==> src/rtl/scr1_dmem_router_pkg.sv <==
// Router-local types: port select index and the decode-error select value.
package scr1_dmem_router_pkg;

    localparam int unsigned SCR1_DMEM_ROUTER_PORT_MAX = 8;
    localparam int unsigned SCR1_DMEM_ROUTER_SEL_W    = 4;

    typedef logic [SCR1_DMEM_ROUTER_SEL_W-1:0] type_scr1_dmem_sel_t;

    // Decode-error select is the index one past the last real port
    function automatic type_scr1_dmem_sel_t scr1_dmem_sel_err(input int unsigned port_num);
        return SCR1_DMEM_ROUTER_SEL_W'(port_num);
    endfunction

endpackage

==> src/rtl/scr1_memif_pkg.sv <==
// Shared memory-interface types: command, access width and response codes.
package scr1_memif_pkg;

    localparam int unsigned SCR1_DMEM_AWIDTH = 32;
    localparam int unsigned SCR1_DMEM_DWIDTH = 32;

    typedef enum logic {
        SCR1_MEM_CMD_RD = 1'b0,
        SCR1_MEM_CMD_WR = 1'b1
    } type_scr1_mem_cmd_e;

    // A 1-bit command has no spare code; idle ports simply see a read with req low
    localparam type_scr1_mem_cmd_e SCR1_MEM_CMD_ERROR = SCR1_MEM_CMD_RD;

    typedef enum logic [1:0] {
        SCR1_MEM_WIDTH_BYTE  = 2'b00,
        SCR1_MEM_WIDTH_HWORD = 2'b01,
        SCR1_MEM_WIDTH_WORD  = 2'b10,
        SCR1_MEM_WIDTH_ERROR = 2'b11
    } type_scr1_mem_width_e;

    typedef enum logic [1:0] {
        SCR1_MEM_RESP_NOTRDY = 2'b00,
        SCR1_MEM_RESP_RDY_OK = 2'b01,
        SCR1_MEM_RESP_RDY_ER = 2'b10,
        SCR1_MEM_RESP_RSVD   = 2'b11
    } type_scr1_mem_resp_e;

endpackage

==> src/rtl/scr1_dmem_router_fifo.sv <==
// In-order tracker FIFO holding the target select of each in-flight transaction.
module scr1_dmem_router_fifo #(
    parameter int unsigned DEPTH = 2,
    parameter int unsigned WIDTH = 4
) (
    input  logic             clk,
    input  logic             rst_n,
    input  logic             push,
    input  logic             pop,
    input  logic [WIDTH-1:0] wdata,
    output logic             full,
    output logic             empty,
    output logic             one_left,
    output logic [WIDTH-1:0] head
);

    localparam int unsigned PTR_W = (DEPTH > 1) ? $clog2(DEPTH) : 1;
    localparam int unsigned CNT_W = $clog2(DEPTH + 1);

    logic [PTR_W-1:0] wr_ptr_q, wr_ptr_d;
    logic [PTR_W-1:0] rd_ptr_q, rd_ptr_d;
    logic [CNT_W-1:0] count_q,  count_d;
    logic [WIDTH-1:0] mem_q [2**PTR_W];
    logic [WIDTH-1:0] mem_d [2**PTR_W];

    function automatic logic [PTR_W-1:0] ptr_inc(input logic [PTR_W-1:0] p);
        return (p == PTR_W'(DEPTH - 1)) ? '0 : p + PTR_W'(1);
    endfunction

    assign full     = (count_q == CNT_W'(DEPTH));
    assign empty    = (count_q == '0);
    assign one_left = (count_q == CNT_W'(1));
    assign head     = mem_q[rd_ptr_q];

    always_comb begin
        wr_ptr_d = wr_ptr_q;
        rd_ptr_d = rd_ptr_q;
        count_d  = count_q;
        mem_d    = mem_q;
        if (push) begin
            mem_d[wr_ptr_q] = wdata;
            wr_ptr_d        = ptr_inc(wr_ptr_q);
        end
        if (pop) begin
            rd_ptr_d = ptr_inc(rd_ptr_q);
        end
        case ({push, pop})
            2'b10:   count_d = count_q + CNT_W'(1);
            2'b01:   count_d = count_q - CNT_W'(1);
            default: count_d = count_q;
        endcase
    end

    always_ff @(posedge clk) begin
        if (!rst_n) begin
            wr_ptr_q <= '0;
            rd_ptr_q <= '0;
            count_q  <= '0;
        end else begin
            wr_ptr_q <= wr_ptr_d;
            rd_ptr_q <= rd_ptr_d;
            count_q  <= count_d;
        end
    end

    // Payload storage needs no reset; occupancy is governed by count_q
    always_ff @(posedge clk) begin
        mem_q <= mem_d;
    end

    always_ff @(posedge clk) begin
        if (rst_n) begin
            assert (!(pop && empty));
            assert (!(push && full && !pop));
        end
    end

endmodule

==> src/rtl/scr1_dmem_router_mp.sv <==
// Data-memory router: address decode to PORT_NUM targets with in-order
// tracking of up to OUTSTD outstanding transactions to a single target.
module scr1_dmem_router_mp
    import scr1_memif_pkg::*;
    import scr1_dmem_router_pkg::*;
#(
    parameter int unsigned PORT_NUM = 4,
    parameter int unsigned OUTSTD   = 2,
    parameter logic [PORT_NUM-1:0][SCR1_DMEM_AWIDTH-1:0] ADDR_MASK =
        {32'hFFFF_0000, 32'hFFFF_0000, 32'hFFFF_0000, 32'hFFFF_0000},
    parameter logic [PORT_NUM-1:0][SCR1_DMEM_AWIDTH-1:0] ADDR_PATTERN =
        {32'h0003_0000, 32'h0002_0000, 32'h0001_0000, 32'h0000_0000},
    parameter bit DFLT_EN = 1'b1
) (
    input  logic                                       clk,
    input  logic                                       rst_n,
    input  logic                                       dmem_req,
    input  type_scr1_mem_cmd_e                         dmem_cmd,
    input  type_scr1_mem_width_e                       dmem_width,
    input  logic [SCR1_DMEM_AWIDTH-1:0]                dmem_addr,
    input  logic [SCR1_DMEM_DWIDTH-1:0]                dmem_wdata,
    output logic                                       dmem_req_ack,
    output logic [SCR1_DMEM_DWIDTH-1:0]                dmem_rdata,
    output type_scr1_mem_resp_e                        dmem_resp,
    output logic [PORT_NUM-1:0]                        port_req,
    output logic [PORT_NUM-1:0]                        port_cmd,
    output logic [PORT_NUM-1:0][1:0]                   port_width,
    output logic [PORT_NUM-1:0][SCR1_DMEM_AWIDTH-1:0]  port_addr,
    output logic [PORT_NUM-1:0][SCR1_DMEM_DWIDTH-1:0]  port_wdata,
    input  logic [PORT_NUM-1:0]                        port_req_ack,
    input  logic [PORT_NUM-1:0][SCR1_DMEM_DWIDTH-1:0]  port_rdata,
    input  logic [PORT_NUM-1:0][1:0]                   port_resp
);

    localparam int unsigned         SEL_W   = SCR1_DMEM_ROUTER_SEL_W;
    localparam type_scr1_dmem_sel_t SEL_ERR = scr1_dmem_sel_err(PORT_NUM);

    type_scr1_dmem_sel_t         sel;
    type_scr1_dmem_sel_t         head;
    logic                        trk_full;
    logic                        trk_empty;
    logic                        trk_one_left;
    logic                        trk_push;
    logic                        trk_pop;
    logic                        issue_ok;
    logic                        tgt_ack;
    type_scr1_mem_resp_e         head_resp;
    logic [SCR1_DMEM_DWIDTH-1:0] head_rdata;

    // Lowest matching index wins, so scan downward and let lower indices overwrite
    always_comb begin
        sel = DFLT_EN ? '0 : SEL_ERR;
        for (int i = int'(PORT_NUM) - 1; i >= 0; i--) begin
            if ((dmem_addr & ADDR_MASK[i]) == ADDR_PATTERN[i]) begin
                sel = SEL_W'(i);
            end
        end
    end

    // Response from the oldest in-flight target; decode errors complete on their own
    always_comb begin
        head_resp  = SCR1_MEM_RESP_NOTRDY;
        head_rdata = '0;
        if (rst_n && !trk_empty) begin
            if (head == SEL_ERR) begin
                head_resp = SCR1_MEM_RESP_RDY_ER;
            end else begin
                for (int i = 0; i < int'(PORT_NUM); i++) begin
                    if (head == SEL_W'(i)) begin
                        head_resp  = type_scr1_mem_resp_e'(port_resp[i]);
                        head_rdata = port_rdata[i];
                    end
                end
            end
        end
    end

    assign trk_pop = (head_resp == SCR1_MEM_RESP_RDY_OK) || (head_resp == SCR1_MEM_RESP_RDY_ER);

    // Only one target may own the in-flight window so responses stay ordered
    assign issue_ok = rst_n && (!trk_full || trk_pop)
                    && (trk_empty || (sel == head) || (trk_pop && trk_one_left));

    always_comb begin
        tgt_ack = (sel == SEL_ERR);
        for (int i = 0; i < int'(PORT_NUM); i++) begin
            if (sel == SEL_W'(i)) begin
                tgt_ack = port_req_ack[i];
            end
        end
    end

    assign dmem_req_ack = issue_ok && tgt_ack;
    assign trk_push     = dmem_req && dmem_req_ack;
    assign dmem_resp    = head_resp;
    assign dmem_rdata   = head_rdata;

    always_comb begin
        for (int i = 0; i < int'(PORT_NUM); i++) begin
            port_req[i]   = 1'b0;
            port_cmd[i]   = SCR1_MEM_CMD_ERROR;
            port_width[i] = SCR1_MEM_WIDTH_ERROR;
            port_addr[i]  = '0;
            port_wdata[i] = '0;
            if (sel == SEL_W'(i)) begin
                port_req[i]   = dmem_req && issue_ok;
                port_cmd[i]   = dmem_cmd;
                port_width[i] = dmem_width;
                port_addr[i]  = dmem_addr;
                port_wdata[i] = dmem_wdata;
            end
        end
    end

    scr1_dmem_router_fifo #(
        .DEPTH (OUTSTD),
        .WIDTH (SEL_W)
    ) u_tracker (
        .clk      (clk),
        .rst_n    (rst_n),
        .push     (trk_push),
        .pop      (trk_pop),
        .wdata    (sel),
        .full     (trk_full),
        .empty    (trk_empty),
        .one_left (trk_one_left),
        .head     (head)
    );

    always_ff @(posedge clk) begin
        if (rst_n) begin
            if (dmem_req) begin
                assert (!$isunknown({sel, dmem_cmd, dmem_width}));
            end
            assert ($onehot0(port_req));
        end
    end

endmodule

==> config.mk <==
export PLATFORM = sky130hd
export DESIGN_NAME = scr1_dmem_router_mp
export DESIGN_NICKNAME = d
export VERILOG_FILES = /design/src/rtl/scr1_dmem_router_pkg.sv /design/src/rtl/scr1_memif_pkg.sv /design/src/rtl/scr1_dmem_router_fifo.sv /design/src/rtl/scr1_dmem_router_mp.sv
export SDC_FILE = /design/constraint.sdc
export NUM_CORES = 1
export LEC_CHECK = 0
export ABC_AREA = 1
export CAP_MARGIN = 20
export CORE_AREA = 2 2 201 203
export CTS_CLUSTER_SIZE = 40
export DETAILED_ROUTE_END_ITERATION = 12
export DIE_AREA = 0 0 203 205
export HOLD_SLACK_MARGIN = 0.1
export PLACE_DENSITY = 0.35
export RECOVER_POWER = 25
export SLEW_MARGIN = 20
export SYNTH_ARGS = -nofsm -noshare
export SYNTH_HDL_FRONTEND = slang
export SYNTH_SLANG_ARGS = --single-unit
==> constraint.sdc <==
create_clock -name clk -period 2.7 [get_ports clk]
set_input_delay 0.54 -clock clk [delete_from_list [all_inputs] [get_ports clk]]
set_output_delay 0.54 -clock clk [all_outputs]
set_load 0.05 [all_outputs]
==> metrics.cfg, run 1 <==
[status]
outcome = completed

[flow_run]
drv_cap = 0

[timing]
period_share_pct = 97.8
setup_ws_ns = 0.0603
worst_clock_skew_ns = 0.000402
clock.fmax_mhz = 379
hold_violations = 0
rsz0062_at_grt = true
layout_min_cycle_time_ns = 2.64
drv_slew = 0
setup_violations = 0

[logic_synthesis]
syn_area_um2 = 3280
synthTopCellsByCount = 222 x nor2_1, 97 x inv_1, 72 x nand2_1
synth_edf_count = 4
synth_cell_types = 34
yosysTopAreaCell = nor2_1
synth_cells = 671
synth_seq_cells = 8
ys_async_sr_fraction_pct = 0
ys.flop_type = edfxtp_1
ys_warn_count = 0
yosysMostFrequentCell = nor2_1
yosysSeqAreaShare_pct = 6.11
synth_area_leaders = nor2_1 25%, inv_1 11%, buf_4 10%
synth_top_area_share_pct = 25.4
synth_area_per_cell_um2 = 4.88

[placed_design]
dp_slack_ns = -0.519
gp_congestion = 0.827
port_buffers = 472
dp_hpwl_mm = 25.4

[grt]
grt_max_degree = 46
grt_pass1_wl_mm = 41.3
antenna_found_initial = 2
track_usage_pct = 13.4
globalRouteOverflowTotal = 0
grt_pass1_vias = 6058

[pwr]
worst_ir_drop_vdd_uv = 178
power_mw = 3.84
leakagePower_nw = 5.06
powerDensity_nw_per_um2 = 331

[critical_path]
path_class = input pin to output port
startpoint_type = input pin
path_max_fanout = 5
cp.arrival_ns = 2.10
cp.required_ns = 2.16
worstSetupEndpointType = output port

[drt]
ant_nets = 0
route.vias.total = 6013
firstDrtPassIters = 4
drc = 0
viasPerCell = 3.55
wire_per_inst_um = 17.6
wl_mm = 29.9
drt_iter0_drc = 232

[clock_tree]
cts_tree = built
cts-root-buf = clkbuf_16
numCtsBuffers = 3
cts_max_path_buffers = 2
clkLatencyLatePin_ns = 0.23
cts.sinks = 8
ctsHtreeMaxLevel = 1
clkTransAtPathRegs_ns = 0.04

[finish]
layout-drive-gt1-share_pct = 46.7
final_net_count = 1384
antenna_cells = 0
ff_latch_area_um2 = 205
final.fill_count = 4164
multiInputGateArea_um2 = 3140
syn2layout_area_growth_pct = 254

[floorplan]
start_util_pct = 8.32
io_pins = 517
core_um2 = 39400
fp.dieH_um = 205
fp-row-count = 73
die_area_um2 = 41600
die_w_um = 203

[min_path]
hp-class = flop to flop

area by class of cell:
cell class,instances,area share [%]
Tap cell,525,5.66
Clock buffer,4,0.679
Multi-Input combinational cell,502,27.1
Inverter,104,3.52
Timing Repair Buffer,551,61.3
Sequential cell,8,1.77
critical path, stage by stage:
cell and delay [ns]:
buf_8 0.10, nor2_4 0.09, nand2_2 0.07, nor2_4 0.23, nand3_4 0.12, buf_6 0.14
nand2_2 0.05, nand2_2 0.06, a21oi_4 0.19, nand2_4 0.09, nand3_4 0.19, nor2_4 0.07
buf_12 0.15
cell families after synthesis:
logic type,count (synthesis),share of synthesized area [%]
xor gates and xnor gates,2,0.535
and+or+nand+nor,368,46.7
DFF,8,6.11
buffers and inverters,204,29.1
adders and majority gates,4,1.53
AOI/OAI and AO/OA,84,15.9
other,1,0.114
worst paths after layout:
| check | startpoint | end | slack [ns] | depth (start not counted) |
|---|---|---|---|---|
| max | dmem_addr[25] | port_req[3] | 0.06 | 13 |
| min | u_tracker.count_q[0] | u_tracker.count_q[0] | 0.52 | 2 |
| max reg2reg | u_tracker.rd_ptr_q | u_tracker.count_q[1] | 0.51 | 16 |
| min reg2reg | u_tracker.count_q[0] | u_tracker.count_q[0] | 0.52 | 2 |
per-layer routing:
layer	GRT usage (%)	wire, um	vias to the layer above
met5	0	21	-
met4	1.02	87	4
met3	4.58	3040	9
met2	26.8	16300	313
met1	13.8	10400	2717
li1	-	-	2970
through the flow:
step | setup TNS (ns) | utilization, % | hold slack, ns | instance area (um^2) | cells
2_1_floorplan | -11.34 | - | 0.507 | 4000 | 714
3_3_place_gp | -69.50 | 27.9 | 0.540 | 11000 | 1670
3_5_place_dp | -67.92 | 27.9 | 0.543 | 11000 | 1670
4_1_cts | -0.176 | 28.7 | 0.553 | 11300 | 1682
5_1_grt | -0.0615 | 29.5 | 0.560 | 11600 | 1694
6_report | 0 | 29.5 | 0.515 | 11600 | 1694
repair_timing:
action | in CTS | in global routing
gates cloned | 1 | 1
resized for setup | 118 | 62
pin swaps | 36 | 37
setup endpoints to repair | 242 | 176
buffers inserted | 10 | 11
hold buffers | 0 | 0
power breakdown:
group          leakage (nW)  switching, mW  internal [mW]
sequential           0.0744         0.0238          0.158
combinational          4.95           2.04           1.37
clock                0.0382         0.0567          0.197
total                  5.06           2.12           1.72
registers in the layout, summed over array words and instances (netlist names):
| name | cells |
|---|---|
| u_tracker.count_q | 2 |
| u_tracker.mem_q | 4 |
| u_tracker.rd_ptr_q | 1 |
| u_tracker.wr_ptr_q | 1 |
cells in the final DEF, fill, tap and decap left out, types with 15 or more instances in the layout:
| cell type | netlist | final |
|---|---|---|
| clkdlybuf4s50_1 | 0 | 186 |
| nand3_1 | 54 | 43 |
| buf_12 | 0 | 191 |
| nor2_4 | 0 | 63 |
| o21ai_0 | 34 | 34 |
| conb_1 | 1 | 44 |
| nor2_1 | 222 | 103 |
| buf_6 | 1 | 15 |
| inv_1 | 97 | 90 |
| nand2_1 | 72 | 50 |
| buf_4 | 45 | 138 |
| nor2_2 | 3 | 59 |
| o211ai_1 | 19 | 19 |
(Power assumes the default switching activity.)
==> run 2: changes to the inputs <==
--- a/config.mk
+++ b/config.mk
@@ -6,11 +6,13 @@
 export NUM_CORES = 1
 export LEC_CHECK = 0
 export ABC_AREA = 1
+export ABC_CLOCK_PERIOD_IN_PS = 2700
 export CAP_MARGIN = 20
 export CORE_AREA = 2 2 201 203
 export CTS_CLUSTER_SIZE = 40
 export DETAILED_ROUTE_END_ITERATION = 12
 export DIE_AREA = 0 0 203 205
+export GPL_ROUTABILITY_DRIVEN = 0
 export HOLD_SLACK_MARGIN = 0.1
 export PLACE_DENSITY = 0.35
 export RECOVER_POWER = 25
==> results of run 2 <==
Same layout as run 1: the final DEF is identical, and so are final timing and power.
